File: src/rtl/mult_acc16.sv
// mult_acc16: sums groups of N products into a 2-entry result FIFO.
// Define MULT_ACC16_SAT_EN to clamp group sums on carry instead of wrapping.
module mult_acc16 #(
  parameter int N     = 16,
  parameter int ACC_W = 40
) (
  input  logic             clk,
  input  logic             reset,
  input  logic [31:0]      prod,
  input  logic             prod_valid,
  input  logic             clear,
  output logic [ACC_W-1:0] acc_out,
  output logic             acc_valid,
  input  logic             acc_ready,
  output logic [7:0]       count,
  output logic             overflow,
  output logic             overrun
);

  typedef enum logic {IDLE, ACC} state_t;

  state_t           state_q, state_d;
  logic [ACC_W-1:0] acc_q, acc_d, acc_base;
  logic [7:0]       cnt_q, cnt_d;
  logic [ACC_W:0]   sum_wide;
  logic [ACC_W-1:0] sum;
  logic             carry, accept, last;
  logic [ACC_W-1:0] head_q, tail_q;
  logic [1:0]       occ_q;
  logic             ovf_q, ovr_q;
  logic             pop, full, push_ok;

  assign accept   = prod_valid && !clear;
  assign last     = accept && (cnt_q == 8'(N - 1));
  assign acc_base = (state_q == IDLE) ? '0 : acc_q;
  assign sum_wide = {1'b0, acc_base} + (ACC_W + 1)'(prod);
  assign carry    = sum_wide[ACC_W];

`ifdef MULT_ACC16_SAT_EN
  assign sum = carry ? {ACC_W{1'b1}} : sum_wide[ACC_W-1:0];
`else
  assign sum = sum_wide[ACC_W-1:0];
`endif

  assign pop     = acc_valid && acc_ready;
  assign full    = (occ_q == 2'd2);
  assign push_ok = last && (!full || pop);

  assign acc_out   = head_q;
  assign acc_valid = (occ_q != 2'd0);
  assign count     = cnt_q;
  assign overflow  = ovf_q;
  assign overrun   = ovr_q;

  // State register
  always_ff @(posedge clk) begin
    if (reset) state_q <= IDLE;
    else       state_q <= state_d;
  end

  // Next state: a group closes on its last product or on clear
  always_comb begin
    state_d = state_q;
    if (clear)       state_d = IDLE;
    else if (accept) state_d = last ? IDLE : ACC;
  end

  // Accumulator and count update for this cycle
  always_comb begin
    acc_d = acc_q;
    cnt_d = cnt_q;
    if (clear || last) begin
      acc_d = '0;
      cnt_d = '0;
    end else if (accept) begin
      acc_d = sum;
      cnt_d = cnt_q + 8'd1;
    end
  end

  // Accumulator, count and sticky flags
  always_ff @(posedge clk) begin
    if (reset) begin
      acc_q <= '0;
      cnt_q <= '0;
      ovf_q <= 1'b0;
      ovr_q <= 1'b0;
    end else begin
      acc_q <= acc_d;
      cnt_q <= cnt_d;
      if (accept && carry)      ovf_q <= 1'b1;
      if (last && full && !pop) ovr_q <= 1'b1;
    end
  end

  // Two-entry FIFO: head feeds acc_out directly
  always_ff @(posedge clk) begin
    if (reset) begin
      head_q <= '0;
      tail_q <= '0;
      occ_q  <= 2'd0;
    end else if (pop && push_ok) begin
      if (occ_q == 2'd1) begin
        head_q <= sum;
      end else begin
        head_q <= tail_q;
        tail_q <= sum;
      end
    end else if (pop) begin
      head_q <= tail_q;
      occ_q  <= occ_q - 2'd1;
    end else if (push_ok) begin
      if (occ_q == 2'd0) head_q <= sum;
      else               tail_q <= sum;
      occ_q <= occ_q + 2'd1;
    end
  end

endmodule

File: config.mk
export PLATFORM = sky130hd
export DESIGN_NAME = mult_acc16
export DESIGN_NICKNAME = d
export VERILOG_FILES = /design/src/rtl/mult_acc16.sv
export SDC_FILE = /design/constraint.sdc
export NUM_CORES = 1
export LEC_CHECK = 0
export BUFFER_PORTS_ARGS = -buffer_cell sky130_fd_sc_hd__buf_2
export CAP_MARGIN = 20
export CORE_ASPECT_RATIO = 0.8
export CORE_MARGIN = 10
export CORE_UTILIZATION = 34
export CTS_BUF_LIST = sky130_fd_sc_hd__clkbuf_16
export DETAILED_ROUTE_END_ITERATION = 12
export GPL_TIMING_DRIVEN = 1
export PLACE_DENSITY = 0.48
export SKIP_LAST_GASP = 1
export SLEW_MARGIN = 20
export SYNTH_ARGS = -nofsm -noshare
export SYNTH_HDL_FRONTEND = slang
export SYNTH_SLANG_ARGS = --single-unit
File: constraint.sdc
create_clock -name clk -period 4.3 [get_ports clk]
set_clock_uncertainty 0.05 [all_clocks]
set_input_delay 0.43 -clock clk [delete_from_list [all_inputs] [get_ports clk]]
set_output_delay 0.43 -clock clk [all_outputs]
set_load 0.03 [all_outputs]
==> results of run 1 <==
[worst max-delay path, cell delays in order (launching register included)]
cell and delay [ns]:
dfxtp_1 0.31, buf_4 0.20, and2_1 0.16, ha_1 0.22, fa_1 0.42, a21oi_1 0.22, nor2_1 0.10, o21a_1 0.25
nor4b_2 0.29, buf_4 0.19, nor4_1 0.06, nor4bb_1 0.71, nand2_1 0.13, a211oi_1 0.22
[metal layers]
layer / vias to the layer above / global-route usage (%) / wire [um]
met5: - / 0 / 0
met2: 177 / 24.6 / 10400
met1: 3375 / 26.5 / 12900
met3: 13 / 3.50 / 1370
li1: 3561 / - / -
met4: 0 / 3.63 / 226
[state kept, by name (all words and copies together), names as in the netlist]
name      count
state_q       1
tail_q       40
occ_q         2
acc_q        40
overflow      1
count         8
acc_out      40
overrun       1
[cells in the final DEF, fill, tap and decap left out, types with 4 or more instances in the layout]
master	instances
o211ai_1	6
and2_1	34
xor2_1	18
xnor2_1	24
a311oi_1	11
a21o_1	16
o31ai_1	7
nand3b_1	4
ha_1	36
buf_4	24
nor4_1	6
clkbuf_16	17
nand2_1	181
nand3_1	29
or3_1	9
o21bai_1	6
a22oi_1	5
a21oi_1	95
a211oi_1	24
o21ai_1	4
nand4_1	12
nor2_1	67
inv_6	4
a31oi_1	15
o221ai_1	8
o21a_1	7
and3_1	5
inv_1	13
dfxtp_1	133
o22ai_1	13
nor3_1	18
bufinv_16	5
o21ai_0	29
buf_2	87
[Yosys cell counts, types with 3 or more instances]
master / count
dfxtp_1: 133
ha_1: 36
nand4_1: 12
a221o_1: 3
a21oi_1: 96
o21a_1: 7
nand3b_1: 4
nor4b_1: 3
o221ai_1: 8
nor4_1: 6
nand2_1: 181
a211oi_1: 24
a21o_1: 16
inv_1: 12
o31ai_1: 7
o21ai_1: 4
o211ai_1: 6
o22ai_1: 13
nor2b_1: 3
clkbuf_1: 45
or3_1: 9
a22o_1: 3
and2_1: 34
a22oi_1: 5
a311oi_1: 11
buf_2: 20
nor2_1: 67
o21ai_0: 29
nor3b_1: 3
nor3_1: 19
nand3_1: 29
xor2_1: 18
a31oi_1: 16
o21bai_1: 6
and3_1: 5
xnor2_1: 24
buf_1: 4
[power groups by stage]
stage / logic [mW] / registers (mW) / clock network (mW)
final: 0.870 / 1.39 / 1.65
after global placement: 0.872 / 1.41 / 0
after floorplan: 0.427 / 1.54 / 0
after global routing: 0.954 / 1.40 / 1.73
after detailed placement: 0.872 / 1.41 / 0
after CTS: 0.873 / 1.39 / 1.68
[cell type report]
class	instances	area [um2]	area share [%]
clock buffers	17	425	4.84
clock inverters	15	226	2.58
inverters	13	48.8	0.555
multi-input cells	745	4470	50.8
flip-flops and latches	133	2660	30.3
well taps	275	344	3.91
repair buffers	111	616	7.00
[cell families after synthesis]
logic type / after synthesis
AO/OA/AOI/OAI: 274
XOR/XNOR: 42
adder cells (fa/ha/maj): 37
buffers and inverters: 82
flip-flops: 133
multiplexers: 3
AND/OR/NAND/NOR: 389
[per-stage QoR]
step / hold WS (ns) / setup slack [ns] / util (%) / total power [mW] / std cells
finish: 0.393 / 0.690 / 40.8 / 3.91 / 1309
detailed placement: 0.393 / 0.786 / 37.8 / 2.29 / 1277
global route: 0.418 / 0.421 / 40.8 / 4.08 / 1309
global placement: 0.390 / 0.851 / 37.8 / 2.29 / 1277
floorplan: 0.377 / 0.977 / - / 1.97 / 960
CTS: 0.393 / 0.753 / 40.8 / 3.94 / 1309
[path summary, 6_finish.rpt]
| kind | cells past startpoint | endpoint | start |
|---|---|---|---|
| worst max-delay path | 13 | acc_out[26] | state_q |
| worst min-delay path | 3 | acc_q[21] | clear |
| worst max register to register | 13 | acc_out[26] | state_q |
| worst min register to register | 2 | acc_q[23] | acc_q[23] |
==> reports/results.txt, run 1 <==
status = finished, final reports clean
DIE WIDTH = 185 um
Yosys cell types = 67
xor and xnor fraction of the mapped netlist area = 4.95%
vias = 7126
top cell type's share of synthesized area = 35.8%
Switching Share = 33.2%
sequential share of power = 35.5%
root buf cell = clkbuf_16
Adder-Cell Fraction of Synth Area = 6.33%
Post-synth EDFFs = 0
wirelength, routed = 24800 um
Leak = 3.45 nW
post-cts sizing count = 0
kind of critical path = reg2reg
f_max = 277 MHz
largest family of logic cells by synthesized area = simple AND/OR/NAND/NOR gates
Pint = 2.61 mW
ys async rst share = 0%
number of max-cap violations = 0
routed len/inst = 19.0 um
DR iter-0 viols = 535
hpwl dp = 17600 um
crit path max fanout = 22
IO buf count = 87
clock share of power = 42.2%
starting density of the core = 34.5%
hold buffer count at CTS = 0
pwr/cell area = 444 mW/mm2
# IOs = 88
Syn Area/Cell = 7.75 um2
Std-Cell Rows = 48
Placement Cell Area = 0.00814 mm2
largest net degree at the start of global routing = 48
R2R Setup Slk = 0.69 ns
H-tree levels = 4
Hold Vio Cnt, Final = 0
proportion of layout cells with a drive suffix above 1 = 15.2%
total CTS buffers = 17
Seq/Total Area, Yosys = 35.8%
Syn Std Cell Area = 0.00744 mm2
Pre-Repair DR Iteration Count = 5
first-pass GRT wire length = 39300 um
GPL Wtd Cong = 0.869
global router's overall resource usage = 17.5%
crit path time final = 3.61 ns
relative slew slack = 40.1%
hold crit path type = in2reg
Die H = 152 um
cell taking the most area after synthesis = dfxtp_1
Critical Path Sink Type = register
synth top area cells = dfxtp_1 (36%), nand2_1 (9.1%), a21oi_1 (6.5%), ha_1 (6.1%), nor2_1 (3.4%)
area delta synth->final = 18.2%
setup TNS = 0 ns
Antenna Cells = 0
#FFs+latches synth = 133
vias in the first global route = 6655
Bufs on Longest Clock Path = 2
fin crit share = 84.0%
Net Count, Synth = 1034
cells after synthesis = 960
Placeable Area = 0.0216 mm2
Setup Buffers After CTS = 0
Post-synth top flop = dfxtp_1
net switching power = 1.30 mW
Fill cells = 2215
worst-skew pair later-pin latency = 0.43 ns
Worst Max-Slew Pin Slew = 0.893 ns
remaining global-route overflow = 0
Comb pwr share = 22.3%
nets@finish = 1095
CP required = 4.58 ns
area share of and/or/nand/nor cells after synthesis = 24.2%
setup violators final = 0
Max VDD drop = 239 uV
Synth Area in Compound Gates = 23.8%
Antenna Nets Post-Route = 0
RSZ-0062 raised after global routing = false
mux share of post-synthesis cell area = 0.421%
Startpoint Class = register
DRC errors left = 0
initial antenna violation count = 1
die footprint = 0.0282 mm2
WP data arrival = 3.89 ns
CTS sink cnt = 133
Yosys Warn Count = 0
post-route cell area = 0.00879 mm2
vias per std cell = 5.44
CTS tree = done
Slew Viols, Final = 0
clk slew on worst S/H paths = 0.06 ns
Power figures use the tool's default switching activity.
==> inputs of run 2 (changes only) <==
==> constraint.sdc (replaced) <==
create_clock -name clk -period 3.43 [get_ports clk]
set_clock_uncertainty 0.05 [all_clocks]
set_input_delay 0.343 -clock clk [delete_from_list [all_inputs] [get_ports clk]]
set_output_delay 0.343 -clock clk [all_outputs]
set_load 0.03 [all_outputs]
==> reports/results.txt, run 2 (synthesis gave the netlist of run 1 again) <==
CTS tree = done (unchanged)
remaining global-route overflow = 0 (unchanged)
commonest cells after routing, fill and taps aside = nand2_1 (181), dfxtp_1 (133), a21oi_1 (94) (was nand2_1 (181), dfxtp_1 (133), a21oi_1 (95))
Comb pwr share = 23.3% (was 22.3%)
Std-Cell Rows = 48 (unchanged)
kind of critical path = reg2reg (unchanged)
Critical-path top delay cell = or3_1 (was nor4bb_1)
Bufs on Longest Clock Path = 2 (unchanged)
root buf cell = clkbuf_16 (unchanged)
most common cell after layout, fill and taps aside = nand2_1 (unchanged)
Startpoint Class = register (unchanged)
IO buf count = 87 (unchanged)
DIE WIDTH = 185 um (unchanged)
crit-path max cell delay = 0.47 ns (was 0.71 ns)
Hold Vio Cnt, Final = 0 (unchanged)
Post-Route M1 WL = 13500 um (was 12900 um)
sequential share of power = 36.6% (was 35.5%)
first-pass GRT wire length = 39500 um (was 39300 um)
f_max = 299 MHz (was 277 MHz)
fin crit share = 97.5% (was 84.0%)
Switching Share = 32.9% (was 33.2%)
worst-skew pair later-pin latency = 0.43 ns (about the same)
global router's overall resource usage = 17.6% (was 17.5%)
setup TNS = 0 ns (unchanged)
clock share of power = 40.0% (was 42.2%)
max layer used = met4 (unchanged)
largest net degree at the start of global routing = 50 (was 48)
relative slew slack = 35.8% (was 40.1%)
initial antenna violation count = 0 (was 1)
crit path max fanout = 19 (was 22)
vias in the first global route = 6664 (was 6655)
total CTS buffers = 17 (unchanged)
CP required = 3.74 ns (was 4.58 ns)
Leak = 3.55 nW (was 3.45 nW)
setup violators final = 0 (unchanged)
Antenna Cells = 0 (unchanged)
starting density of the core = 34.5% (unchanged)
die footprint = 0.0282 mm2 (unchanged)
CTS sink cnt = 133 (unchanged)
vias per std cell = 5.40 (was 5.44)
Placeable Area = 0.0216 mm2 (unchanged)
number of max-cap violations = 0 (unchanged)
H-tree levels = 4 (unchanged)
hpwl dp = 17900 um (was 17600 um)
DR WL met3 = 1340 um (was 1370 um)
Pre-Repair DR Iteration Count = 5 (unchanged)
proportion of layout cells with a drive suffix above 1 = 17.0% (was 15.2%)
nets@finish = 1112 (was 1095)
pwr/cell area = 529 mW/mm2 (was 444 mW/mm2)
Worst Max-Slew Pin Slew = 0.952 ns (was 0.893 ns)
# IOs = 88 (unchanged)
Max VDD drop = 324 uV (was 239 uV)
area delta synth->final = 20.7% (was 18.2%)
Core Util, Final = 41.6% (was 40.8%)
wirelength, routed = 25000 um (was 24800 um)
Die H = 152 um (unchanged)
Fill cells = 2248 (was 2215)
WP data arrival = 3.65 ns (was 3.89 ns)
Pint = 3.19 mW (was 2.61 mW)
Antenna Nets Post-Route = 0 (unchanged)
Met2 Wirelength = 10100 um (was 10400 um)
DRC errors left = 0 (unchanged)
Fin Hold WS = 0.386 ns (was 0.393 ns)
net switching power = 1.56 mW (was 1.30 mW)
Total Power = 4.75 mW (was 3.91 mW)
status = finished, final reports clean (unchanged)
crit path cell chain = buf_12, and2_1, ha_1, nand4_1, o221ai_1, a311oi_1, o21ai_1, a211oi_4, or3_1, or3_1, a31oi_1 (was buf_4, and2_1, ha_1, fa_1, a21oi_1, nor2_1, o21a_1, nor4b_2, buf_4, nor4_1, nor4bb_1, nand2_1, a211oi_1)
most used cell, CP = or3_1 (was buf_4)
hold buffer count at CTS = 0 (unchanged)
Critical Path Sink Type = register (unchanged)
hold crit path type = in2reg (unchanged)
clk slew on worst S/H paths = 0.06 ns (about the same)
Slew Viols, Final = 0 (unchanged)
routed len/inst = 18.9 um (was 19.0 um)
crit path time final = 3.34 ns (was 3.61 ns)
vias = 7160 (was 7126)
GPL Wtd Cong = 0.900 (was 0.869)
DR iter-0 viols = 482 (was 535)
[run 2: changes by cell type in the layout (fill, tap and decap cells not counted), moves of 2 or more]
cell,before,now
buf_12,0,3
inv_1,13,16
clkinv_1,2,4
inv_6,4,1
nor3_2,2,4
nor3_1,18,16
buf_4,24,38
[run 2: worst paths after layout]
kind,startpoint,endpoint,slack [ns],cells after the start
setup / recovery,state_q,acc_q[33],0.09,11
hold / removal,prod[0],acc_q[0],0.39,4
setup reg to reg,state_q,acc_q[33],0.09,11
hold reg to reg,acc_q[0],acc_q[0],0.40,2
[run 2: timing repair]
action	in CTS	in global routing
endpoints found under the setup margin	0	23
buffers inserted	0	1
gates resized for setup	0	14
[run 2: layer usage]
| metal | global-route usage [%] | vias up |
|---|---|---|
| li1 | - | 3600 |
| met1 | 27.1 | 3382 |
| met2 | 24.1 | 167 |
| met3 | 3.46 | 11 |
| met4 | 4.06 | 0 |
| met5 | 0 | - |
[run 2: final cells by class]
class	count	area, um2	share of cell area [%]
clock buffer	17	425	4.74
clock inverter	14	170	1.90
inverter	13	48.8	0.544
multi-input combinational	745	4540	50.6
sequential	133	2660	29.7
tap	275	344	3.83
timing repair buffer	128	781	8.70
[run 2: critical path: cells and delay by family (launching register included)]
| family | cells | cell delay, ns |
|---|---|---|
| fa+ha+maj | 1 | 0.42 |
| buf+inv | 1 | 0.17 |
| flops | 1 | 0.36 |
| simple gates | 4 | 1.15 |
| compound gates | 5 | 1.11 |
[run 2: power groups by stage]
stage | Clock, mW | Combinational [mW] | Sequential (mW)
6_report | 1.90 | 1.11 | 1.74
4_1_cts | 1.94 | 1.12 | 1.74
5_1_grt | 2.00 | 1.22 | 1.75
2_1_floorplan | 0 | 0.535 | 1.93
3_5_place_dp | 0 | 1.11 | 1.77
3_3_place_gp | 0 | 1.12 | 1.77
[run 2: stage by stage]
step           setup slack, ns  instances  instance area, um2
2_1_floorplan            0.107        960                7440
3_3_place_gp             0.175       1293                8300
3_5_place_dp            0.0612       1293                8300
4_1_cts                 0.0261       1324                8890
5_1_grt                -0.0574       1325                8980
6_report                0.0858       1325                8980
